## src/rtl/vx_commit_merge.sv

```systemverilog
// Commit-side merge: per-unit result FIFOs, round-robin merge, outstanding tracking.
// Optional perf counters (perf_stalls, perf_commits) under `COMMIT_MERGE_PERF_EN.
module vx_commit_merge #(
    parameter int NUM_UNITS  = 4,
    parameter int DATA_W     = 64,
    parameter int FIFO_DEPTH = 4,
    parameter int CNT_W      = 8
) (
    input  logic                           clk,
    input  logic                           reset,
    input  logic [NUM_UNITS-1:0]           disp_fire,
    input  logic [NUM_UNITS-1:0]           res_valid,
    input  logic [NUM_UNITS*DATA_W-1:0]    res_data,
    output logic [NUM_UNITS-1:0]           res_ready,
    output logic                           commit_valid,
    output logic [DATA_W-1:0]              commit_data,
    output logic [$clog2(NUM_UNITS)-1:0]   commit_unit,
    input  logic                           commit_ready,
    output logic                           no_pending,
`ifdef COMMIT_MERGE_PERF_EN
    output logic [31:0]                    perf_stalls,
    output logic [31:0]                    perf_commits,
`endif
    output logic                           cnt_err
);

    localparam int UW = $clog2(NUM_UNITS);
    localparam int AW = $clog2(FIFO_DEPTH);

    typedef enum logic {ST_IDLE, ST_HOLD} arb_state_t;

    arb_state_t          r_state;
    logic [UW-1:0]       r_hold_unit;
    logic [UW-1:0]       r_rr_ptr;
    logic                r_cnt_err;
    logic [NUM_UNITS-1:0] r_full;

    logic [DATA_W-1:0]   r_mem   [NUM_UNITS][FIFO_DEPTH];
    logic [AW-1:0]       r_wp    [NUM_UNITS];
    logic [AW-1:0]       r_rp    [NUM_UNITS];
    logic [AW:0]         r_count [NUM_UNITS];
    logic [CNT_W-1:0]    r_cnt   [NUM_UNITS];

    logic [AW:0]         w_fcnt_nxt [NUM_UNITS];
    logic [CNT_W-1:0]    w_cnt_nxt  [NUM_UNITS];
    logic [NUM_UNITS-1:0] w_nonempty;
    logic [NUM_UNITS-1:0] w_wr;
    logic [NUM_UNITS-1:0] w_rd;
    logic [NUM_UNITS-1:0] w_err;
    logic [2*NUM_UNITS-1:0] w_dbl;
    logic [NUM_UNITS-1:0] w_rot;
    logic [UW:0]         w_off;
    logic [UW:0]         w_sum;
    logic [UW-1:0]       w_search;
    logic [UW-1:0]       w_grant;
    logic [UW-1:0]       w_next_rr;
    logic                w_valid;
    logic                w_commit;
    logic                w_no_pend;

    always_comb begin
        w_nonempty = '0;
        for (int i = 0; i < NUM_UNITS; i++) begin
            w_nonempty[i] = (r_count[i] != '0);
        end
    end

    // Rotate so bit k is unit (rr_ptr + k) mod N; lowest set bit wins.
    assign w_dbl = {w_nonempty, w_nonempty} >> r_rr_ptr;
    assign w_rot = w_dbl[NUM_UNITS-1:0];

    always_comb begin
        w_off = '0;
        for (int k = NUM_UNITS - 1; k >= 0; k--) begin
            if (w_rot[k]) w_off = (UW+1)'(k);
        end
    end

    assign w_sum    = {1'b0, r_rr_ptr} + w_off;
    assign w_search = (w_sum >= (UW+1)'(NUM_UNITS))
                    ? UW'(w_sum - (UW+1)'(NUM_UNITS))
                    : w_sum[UW-1:0];

    assign w_valid   = |w_nonempty;
    assign w_grant   = (r_state == ST_HOLD) ? r_hold_unit : w_search;
    assign w_commit  = w_valid & commit_ready;
    assign w_next_rr = (w_grant == UW'(NUM_UNITS - 1)) ? '0 : w_grant + 1'b1;

    assign res_ready    = ~r_full;
    assign commit_valid = w_valid;
    assign commit_unit  = w_valid ? w_grant : '0;
    assign commit_data  = w_valid ? r_mem[w_grant][r_rp[w_grant]] : '0;
    assign cnt_err      = r_cnt_err;
    assign no_pending   = w_no_pend;

    always_comb begin
        w_wr = '0;
        w_rd = '0;
        for (int i = 0; i < NUM_UNITS; i++) begin
            w_wr[i] = res_valid[i] & ~r_full[i];
            w_rd[i] = w_commit & (w_grant == UW'(i));
        end
    end

    always_comb begin
        for (int i = 0; i < NUM_UNITS; i++) begin
            w_fcnt_nxt[i] = r_count[i] + (AW+1)'(w_wr[i]) - (AW+1)'(w_rd[i]);
        end
    end

    // Saturating outstanding counters; simultaneous inc/dec cancels.
    always_comb begin
        w_err = '0;
        for (int i = 0; i < NUM_UNITS; i++) begin
            w_cnt_nxt[i] = r_cnt[i];
            if (disp_fire[i] && !w_rd[i]) begin
                if (r_cnt[i] == '1) w_err[i] = 1'b1;
                else                w_cnt_nxt[i] = r_cnt[i] + 1'b1;
            end else if (w_rd[i] && !disp_fire[i]) begin
                if (r_cnt[i] == '0) w_err[i] = 1'b1;
                else                w_cnt_nxt[i] = r_cnt[i] - 1'b1;
            end
        end
    end

    always_comb begin
        w_no_pend = 1'b1;
        for (int i = 0; i < NUM_UNITS; i++) begin
            if (r_cnt[i] != '0) w_no_pend = 1'b0;
        end
    end

    always_ff @(posedge clk) begin
        for (int i = 0; i < NUM_UNITS; i++) begin
            if (w_wr[i]) r_mem[i][r_wp[i]] <= res_data[i*DATA_W +: DATA_W];
        end
    end

    always_ff @(posedge clk or negedge reset) begin
        if (!reset) begin
            r_full <= '0;
            for (int i = 0; i < NUM_UNITS; i++) begin
                r_wp[i]    <= '0;
                r_rp[i]    <= '0;
                r_count[i] <= '0;
            end
        end else begin
            for (int i = 0; i < NUM_UNITS; i++) begin
                if (w_wr[i]) r_wp[i] <= r_wp[i] + 1'b1;
                if (w_rd[i]) r_rp[i] <= r_rp[i] + 1'b1;
                r_count[i] <= w_fcnt_nxt[i];
                r_full[i]  <= (w_fcnt_nxt[i] == (AW+1)'(FIFO_DEPTH));
            end
        end
    end

    always_ff @(posedge clk or negedge reset) begin
        if (!reset) begin
            r_cnt_err <= 1'b0;
            for (int i = 0; i < NUM_UNITS; i++) begin
                r_cnt[i] <= '0;
            end
        end else begin
            r_cnt_err <= r_cnt_err | (|w_err);
            for (int i = 0; i < NUM_UNITS; i++) begin
                r_cnt[i] <= w_cnt_nxt[i];
            end
        end
    end

    // Grant is frozen while stalled so the presented beat never changes.
    always_ff @(posedge clk or negedge reset) begin
        if (!reset) begin
            r_state     <= ST_IDLE;
            r_hold_unit <= '0;
            r_rr_ptr    <= '0;
        end else if (w_commit) begin
            r_state  <= ST_IDLE;
            r_rr_ptr <= w_next_rr;
        end else if (w_valid) begin
            r_state     <= ST_HOLD;
            r_hold_unit <= w_grant;
        end
    end

`ifdef COMMIT_MERGE_PERF_EN
    logic [31:0] r_perf_stalls;
    logic [31:0] r_perf_commits;

    always_ff @(posedge clk or negedge reset) begin
        if (!reset) begin
            r_perf_stalls  <= '0;
            r_perf_commits <= '0;
        end else begin
            if (w_valid && !commit_ready) r_perf_stalls <= r_perf_stalls + 1'b1;
            if (w_commit) r_perf_commits <= r_perf_commits + 1'b1;
        end
    end

    assign perf_stalls  = r_perf_stalls;
    assign perf_commits = r_perf_commits;
`endif

endmodule

```

## config.mk

```make
export PLATFORM = sky130hd
export DESIGN_NAME = vx_commit_merge
export DESIGN_NICKNAME = d
export VERILOG_FILES = /design/src/rtl/vx_commit_merge.sv
export SDC_FILE = /design/constraint.sdc
export NUM_CORES = 1
export LEC_CHECK = 0
export BUFFER_PORTS_ARGS = -buffer_cell sky130_fd_sc_hd__buf_2
export CORE_MARGIN = 1.5
export CORE_UTILIZATION = 30
export CTS_CLUSTER_DIAMETER = 100
export CTS_CLUSTER_SIZE = 30
export DETAILED_ROUTE_END_ITERATION = 12
export HOLD_SLACK_MARGIN = 0.15
export SLEW_MARGIN = 0
export SYNTH_ARGS = -nofsm -noshare
export SYNTH_HDL_FRONTEND = slang
export SYNTH_SLANG_ARGS = --single-unit
```

## constraint.sdc

```tcl
create_clock -name clk -period 15.75 [get_ports clk]
set_clock_uncertainty 0.2 [all_clocks]
set_input_delay 0.7875 -clock clk [delete_from_list [all_inputs] [get_ports clk]]
set_output_delay 0.7875 -clock clk [all_outputs]
set_load 0.02 [all_outputs]
```

==> results.toml, run 1 <==
[timing]
rsz0062_at_grt = "false"
holdWs_ps = 187
worst_slew_pin_slew_ps = 1160
fmax_mhz = 119
hold_viol = 0
relSlewSlack_pct = 22.6
setup_viol = 0
fin_crit_sh_pct = 53.4
setup_tns_ps = 0
min_period_ps = 8410
slew_violations = 0

[floorplan]
fp-row-count = 141
die-width_um = 390
die_h_um = 390
coreArea_um2 = 148000
initial_core_util_pct = 30.3
dieArea_um2 = 152000
pin_count = 340

[worst_setup_path]
crit_path_end_kind = "output port"
worstPathCellList = "nor3_1 -> nand2_1 -> and3_1 -> a21oi_1 -> o211ai_1 -> ha_1 -> mux2i_4 -> buf_12 -> inv_8 -> buf_4 -> buf_4 -> buf_4 -> mux2i_1 -> nor3_1 -> a21oi_1 -> a32oi_1 -> buf_2"
path_class = "reg -> out"
crit_path_top_delay_cell = "buf_4"
worstPathRequired_ps = 14760
arrival_ps = 7430
cp_common_cell = "buf_4"
cp_max_fo = 145
max_stage_delay_ps = 920
cp_top_family = "buffers and inverters"
worst-path-buf-inv = 6
startpoint_type = "register"

[synth]
async_flop_share_pct = 6.40
synth_flop_cell = "edfxtp_1"
synth_area_leaders = "edfxtp_1, nand2_1, mux2i_1"
synth_seq_area_share_pct = 72.3
synthCells = 3218
yosys_warnings = 0
synth_area_um2 = 44900
syn_avg_cell_area_um2 = 14.0
yosysTopAreaCell = "edfxtp_1"
syn_nets = 3552
netlist.area_leader.share_pct = 68.4
synth_edf_count = 1024
ys_types = 51
ys_ff_latch = 1094

[pwr]
peakVddDrop_v = 0.000220
p_leak_nw = 18.6
power_density_nw_per_um2 = 217

[global_route]
use_met1_pct = 25.0
antenna_found_initial = 35
grt_pass1_wl_mm = 201
top_usage_layer = "met2"
grt_use_met2_pct = 29.6
grt_usage_pct = 18.0
grt_max_degree = 146
grt_use_met3_pct = 2.94
grt_pass1_vias = 28600
grt-ovfl-total = 0

[drt]
vias = 29000
viasPerCell = 5.12
firstDrtPassIters = 6
final_antenna_net_count = 0
wirelength_mm = 141
drt_iter0_markers = 2612
drc = 0
post_drt_wl_per_cell_um = 24.8

[clock_network]
cts_setup_buffers = 0
root_buffer = "clkbuf_16"
tritoncts = "built"
clock-sinks = 1094
h-tree-depth = 2
cts.path.max_buffers = 3
clkLatencyLatePin_ps = 680
clk_pin_slew_ps = 110
cts_buffers = 47

[layout]
nets = 4034
multi_input_area_um2 = 11500
syn_to_final_growth_pct = 17.4
num-fill-cells = 14200
seq_area_um2 = 32500
drive_gt1_share_pct = 13.7

[min_path]
hold_class = "in -> reg"

[placed_design]
io_buffers = 339
gp_congestion = 0.780
hpwl_mm = 80.4

[job]
max-cap-violations = 0

[run_status]
status = "finished, final reports clean"
==> Yosys cell counts (2+ instances only) <==
master     number
buf_2          45
o41a_1          2
nand3_1       307
nand2_1       602
nor3_1        224
mux2i_1       184
o21ai_0        28
o21a_1          4
inv_1          44
o211ai_1        3
mux2_2          8
nand4_1         4
ha_1           59
xor2_1         19
xnor2_1        34
buf_1           8
fa_1            8
and2_1         16
buf_4           5
clkbuf_1      141
dfrtp_1        70
a311oi_1       14
buf_6           2
edfxtp_1     1024
a32oi_1        49
or3_1          10
and3_1         18
nor2_1         26
o41ai_1         2
mux4_2         28
nor4_1         10
a211oi_1       44
nor3b_1         4
a21oi_1       115
a21o_1         15
nor2b_1        24
o2111ai_1       4
==> timing repair <==
action	CTS	global route
hold endpoints to repair	1071	0
hold buffers	253	0
resized for setup	0	0
==> sequential cells by signal (all words and copies together) (netlist names) <==
signal / cells
r_rp: 8
r_rr_ptr: 2
r_count: 12
cnt_err: 1
r_wp: 8
r_mem: 1024
r_cnt: 32
r_state: 1
r_full: 4
r_hold_unit: 2
==> logic make-up after synthesis <==
| logic type | Yosys count | synth area share [%] |
|---|---|---|
| AOI/OAI and AO/OA | 288 | 4.24 |
| xor gates and xnor gates | 53 | 1.03 |
| adders and majority gates | 67 | 2.00 |
| buffers and inverters | 249 | 2.29 |
| DFF | 1094 | 72.3 |
| muxes | 221 | 5.74 |
| and+or+nand+nor | 1246 | 12.4 |
==> layout by cell type (no fill, tap or decap), types with 10 or more instances in the layout <==
cell type and n:
clkbuf_16 49, nor2b_1 24, xor2_1 19, xnor2_1 34
a32oi_1 49, buf_2 338, a311oi_1 14, nor4_1 10
mux2i_1 181, inv_1 44, dfrtp_1 70, diode_2 27
nand2_1 599, o21ai_0 28, nor3_1 223, and3_1 18
edfxtp_1 1024, buf_4 43, a21oi_1 115, dlygate4sd3_1 253
nor2_1 25, or3_1 10, a21o_1 15, mux4_2 28
ha_1 59, nand3_1 306, a211oi_1 44, and2_4 16
==> worst register-to-register path: stages (launching register included) <==
cell      delay (ps)
dfrtp_1          420
nor3_1           530
nand2_1          210
and3_1           220
a21oi_1          120
o211ai_1         130
ha_1             220
xnor2_1          130
or3_1            440
a31o_4           450
inv_8            570
buf_4            940
ha_1             310
nand3_1          230
ha_1             320
inv_1            250
ha_1             290
a21o_1           170
a21oi_1          210
nor2b_1           70
o21a_1           180
o41a_1           320
xnor2_1          140
nor2_1            60
xor2_1           150
==> metal layers <==
layer / vias to the layer above / part of all wire (%)
li1: 13000 / -
met1: 14700 / 43
met2: 1153 / 47
met3: 185 / 7.5
met4: 14 / 1.8
met5: - / 0.056
==> worst paths after layout <==
kind	slack, ps	from	endpoint	cells after the start
max reg2reg	8360	r_count[7]	r_cnt[7]	24
min	190	res_data[100]	r_mem[1][36]	1
max	7340	r_count[7]	commit_data[26]	17
min in group asynchronous	580	reset	r_cnt[16]	2
max in group asynchronous	14130	reset	r_state	2
min reg2reg	280	r_rp[7]	r_rp[7]	1
==> cell type report <==
type / instances / share of cell area (%)
antenna: 27 / 0.128
clock buffer: 54 / 2.36
clock inverter: 14 / 0.389
inverter: 47 / 0.363
multi-input combinational: 1875 / 21.9
sequential: 1094 / 61.6
tap: 1930 / 4.58
timing repair buffer: 635 / 8.66
==> where the power goes <==
| group | leakage, nW | switching (mW) | internal [mW] |
|---|---|---|---|
| logic | 7.64 | 4.12 | 1.78 |
| clock network | 0.701 | 0.934 | 0.594 |
| registers | 10.2 | 0.193 | 3.81 |
==> per-stage QoR <==
stage	utilization [%]	total power, mW	instances	setup WS (ps)	area [um^2]
3_5_place_dp	32.9	9.92	5328	7950	48700
6_report	35.6	11.4	5676	7340	52700
2_1_floorplan	-	7.79	3218	10310	44900
4_1_cts	35.5	11.5	5649	7180	52700
3_3_place_gp	32.9	9.85	5328	8070	48700
5_1_grt	35.6	12.0	5656	6770	52700
Power figures use the tool's default switching activity.
==> inputs of run 2 (changes only) <==
--- a/config.mk
+++ b/config.mk
@@ -5,6 +5,7 @@
 export SDC_FILE = /design/constraint.sdc
 export NUM_CORES = 1
 export LEC_CHECK = 0
+export ABC_AREA = 1
 export BUFFER_PORTS_ARGS = -buffer_cell sky130_fd_sc_hd__buf_2
 export CORE_MARGIN = 1.5
 export CORE_UTILIZATION = 30
==> constraint.sdc (replaced) <==
create_clock -name clk -period 8.1 [get_ports clk]
set_clock_uncertainty 0.2 [all_clocks]
set_input_delay 0.405 -clock clk [delete_from_list [all_inputs] [get_ports clk]]
set_output_delay 0.405 -clock clk [all_outputs]
set_load 0.02 [all_outputs]
==> results.toml, run 2 <==
[run_status]
status = "finished, final reports clean"

[synth]
ys_ff_latch = 1094
synth_flop_cell = "edfxtp_1"
async_flop_share_pct = 6.40
synth_area_um2 = 46900
yosysTopAreaCell = "edfxtp_1"
yosys_warnings = 0
netlist.area_leader.share_pct = 65.6
syn_avg_cell_area_um2 = 11.9
synth_area_leaders = "edfxtp_1, nand2_1, mux2i_1"
synthCells = 3939
synth_seq_area_share_pct = 69.4
synth_common_cells = "edfxtp_1, nand2_1, nor2_1"
syn_nets = 4273
ys_types = 39
yosysMostFrequentCell = "edfxtp_1"
synth_edf_count = 1024

[floorplan]
die_h_um = 398
dieArea_um2 = 159000
die-width_um = 398
pin_count = 340
initial_core_util_pct = 30.3
coreArea_um2 = 155000
fp-row-count = 144

[worst_setup_path]
r2r_end = "r_cnt[31]"
path_class = "reg -> out"
crit_path_end_kind = "output port"
startpoint_type = "register"
crit_path_top_delay_cell = "buf_4"
rrSetupSlack_ps = 2980
cp_common_cell = "nor2_1"
max_stage_delay_ps = 960
worstPathRequired_ps = 7500
worstPathCellList = "nor2_1 -> nand3_1 -> nand3_1 -> nand2_1 -> a31oi_1 -> nor2_1 -> ha_1 -> a21oi_4 -> buf_12 -> buf_4 -> nor2_1 -> o21ai_0 -> o21ai_0 -> nor2_1 -> nor2_1 -> nor2_1 -> buf_2"
reg2reg_depth = 28
cp_max_fo = 144
arrival_ps = 5570
r2r-start = "r_count[1]"

[drt]
viasPerCell = 4.87
firstDrtPassIters = 7
wirelength_mm = 147
post_drt_wl_per_cell_um = 22.6
drc = 0
drt_iter0_markers = 2824
final_antenna_net_count = 0
vias = 31700

[layout]
final_cells = 6514
layout_common_cells = "edfxtp_1, nand2_1, nor2_1"
final_common_cell = "edfxtp_1"
utilization_pct = 35.5
finalInstanceArea_um2 = 54900
largest_reg_flops = 1024
nets = 4767
drive_gt1_share_pct = 11.4
syn_to_final_growth_pct = 17.2

[timing]
setup_tns_ps = 0
relSlewSlack_pct = 0.349
rsz0062_at_grt = "false"
slew_violations = 0
hold_viol = 0
worst_slew_pin_slew_ps = 1490
min_period_ps = 6170
timing.final.ws_setup_ps = 1930
fin_crit_sh_pct = 76.2
holdWs_ps = 256
fmax_mhz = 162
setup_viol = 0

[clock_network]
h-tree-depth = 2
clkLatencyLatePin_ps = 660
cts.path.max_buffers = 3
root_buffer = "clkbuf_16"
clock-sinks = 1094
tritoncts = "built"
clk_pin_slew_ps = 120
cts_buffers = 48
cts_setup_buffers = 0
cts_resized = 0

[global_route]
grt_usage_pct = 18.1
antenna_found_initial = 35
grt_pass1_wl_mm = 213
grt_max_degree = 169
grt-ovfl-total = 0
grt_pass1_vias = 31300

[pwr]
peakVddDrop_v = 0.000590
p_leak_nw = 21.8
power_mw = 23.6
power_density_nw_per_um2 = 429

[min_path]
hold_class = "in -> async"

[placed_design]
numPlacedInstances = 6164
hpwl_mm = 87.5
placed_area_um2 = 50800
gp_congestion = 0.796
io_buffers = 339
place_ws_ps = 2770

[job]
max-cap-violations = 0
[run 2: cell types whose count changed after synthesis, sizes merged, moves of 28 or more]
cell / before / now
nor3: 224 / 4
nor2: 26 / 508
buf: 60 / 111
o21ai: 29 / 225
nand2: 602 / 1002
clkbuf: 142 / 105
inv: 46 / 111
a21oi: 115 / 24
mux2i: 184 / 258
mux4: 28 / 0
a211oi: 44 / 0
a32oi: 49 / 0
nand4: 4 / 74
[run 2: final cells by class]
type,instances,area [um^2]
inverter,113,433
sequential,1094,32500
timing repair buffer,660,4810
clock buffer,50,1230
multi-input combinational,2516,13100
antenna,17,42.5
fill,15100,99700
clock inverter,20,278
tap,2044,2560
[run 2: where the power goes]
group / switching, mW / internal (mW) / leakage, nW / total (mW)
clock network: 1.85 / 1.20 / 0.734 / 3.05
registers: 0.344 / 7.42 / 10.2 / 7.76
logic: 9.00 / 3.75 / 10.8 / 12.7
[run 2: worst max-delay path by stage]
stage | start | end | slack (ps) | cells after the start
2_1_floorplan | r_count[1] | r_cnt[7] | 3700 | 31
3_3_place_gp | r_count[1] | commit_data[63] | 2730 | 20
3_5_place_dp | r_count[1] | commit_data[52] | 2770 | 20
4_1_cts | r_count[1] | commit_data[52] | 2000 | 20
5_1_grt | r_count[1] | commit_data[33] | 1640 | 17
6_report | r_count[1] | commit_data[33] | 1930 | 17
[run 2: cell families (layout without fill, tap and decap cells)]
logic type               after synthesis  in the layout  share of synthesized area, %
buffers and inverters                329            843                          3.13
AND/OR/NAND/NOR                     1895           1895                          16.6
adder cells (fa/ha/maj)               67             67                          1.92
flip-flops                          1094           1094                          69.4
XOR/XNOR                              36             36                         0.673
AO/OA/AOI/OAI                        260            260                          2.83
multiplexers                         258            258                          5.51
other                                  0             17                             0
[run 2: repair_timing]
| item | CTS | global route |
|---|---|---|
| hold buffers | 263 | 0 |
| hold endpoints to repair | 1110 | 0 |
| setup endpoints to repair | 0 | 0 |
[run 2: per-layer routing]
metal,track usage (%),vias to the layer above,part of all wire [%]
met5,0,-,0.14
met4,3.84,34,1.8
met3,2.46,184,6.3
met2,31.1,1079,49
met1,24.4,15800,43
li1,-,14700,-
[run 2: worst max-delay path, delay by kind of cell, from the launching register on]
family,cells,cell delay [ps]
flops,1,410
fa+ha+maj,1,310
simple gates,9,970
buf+inv,3,1640
compound gates,4,970
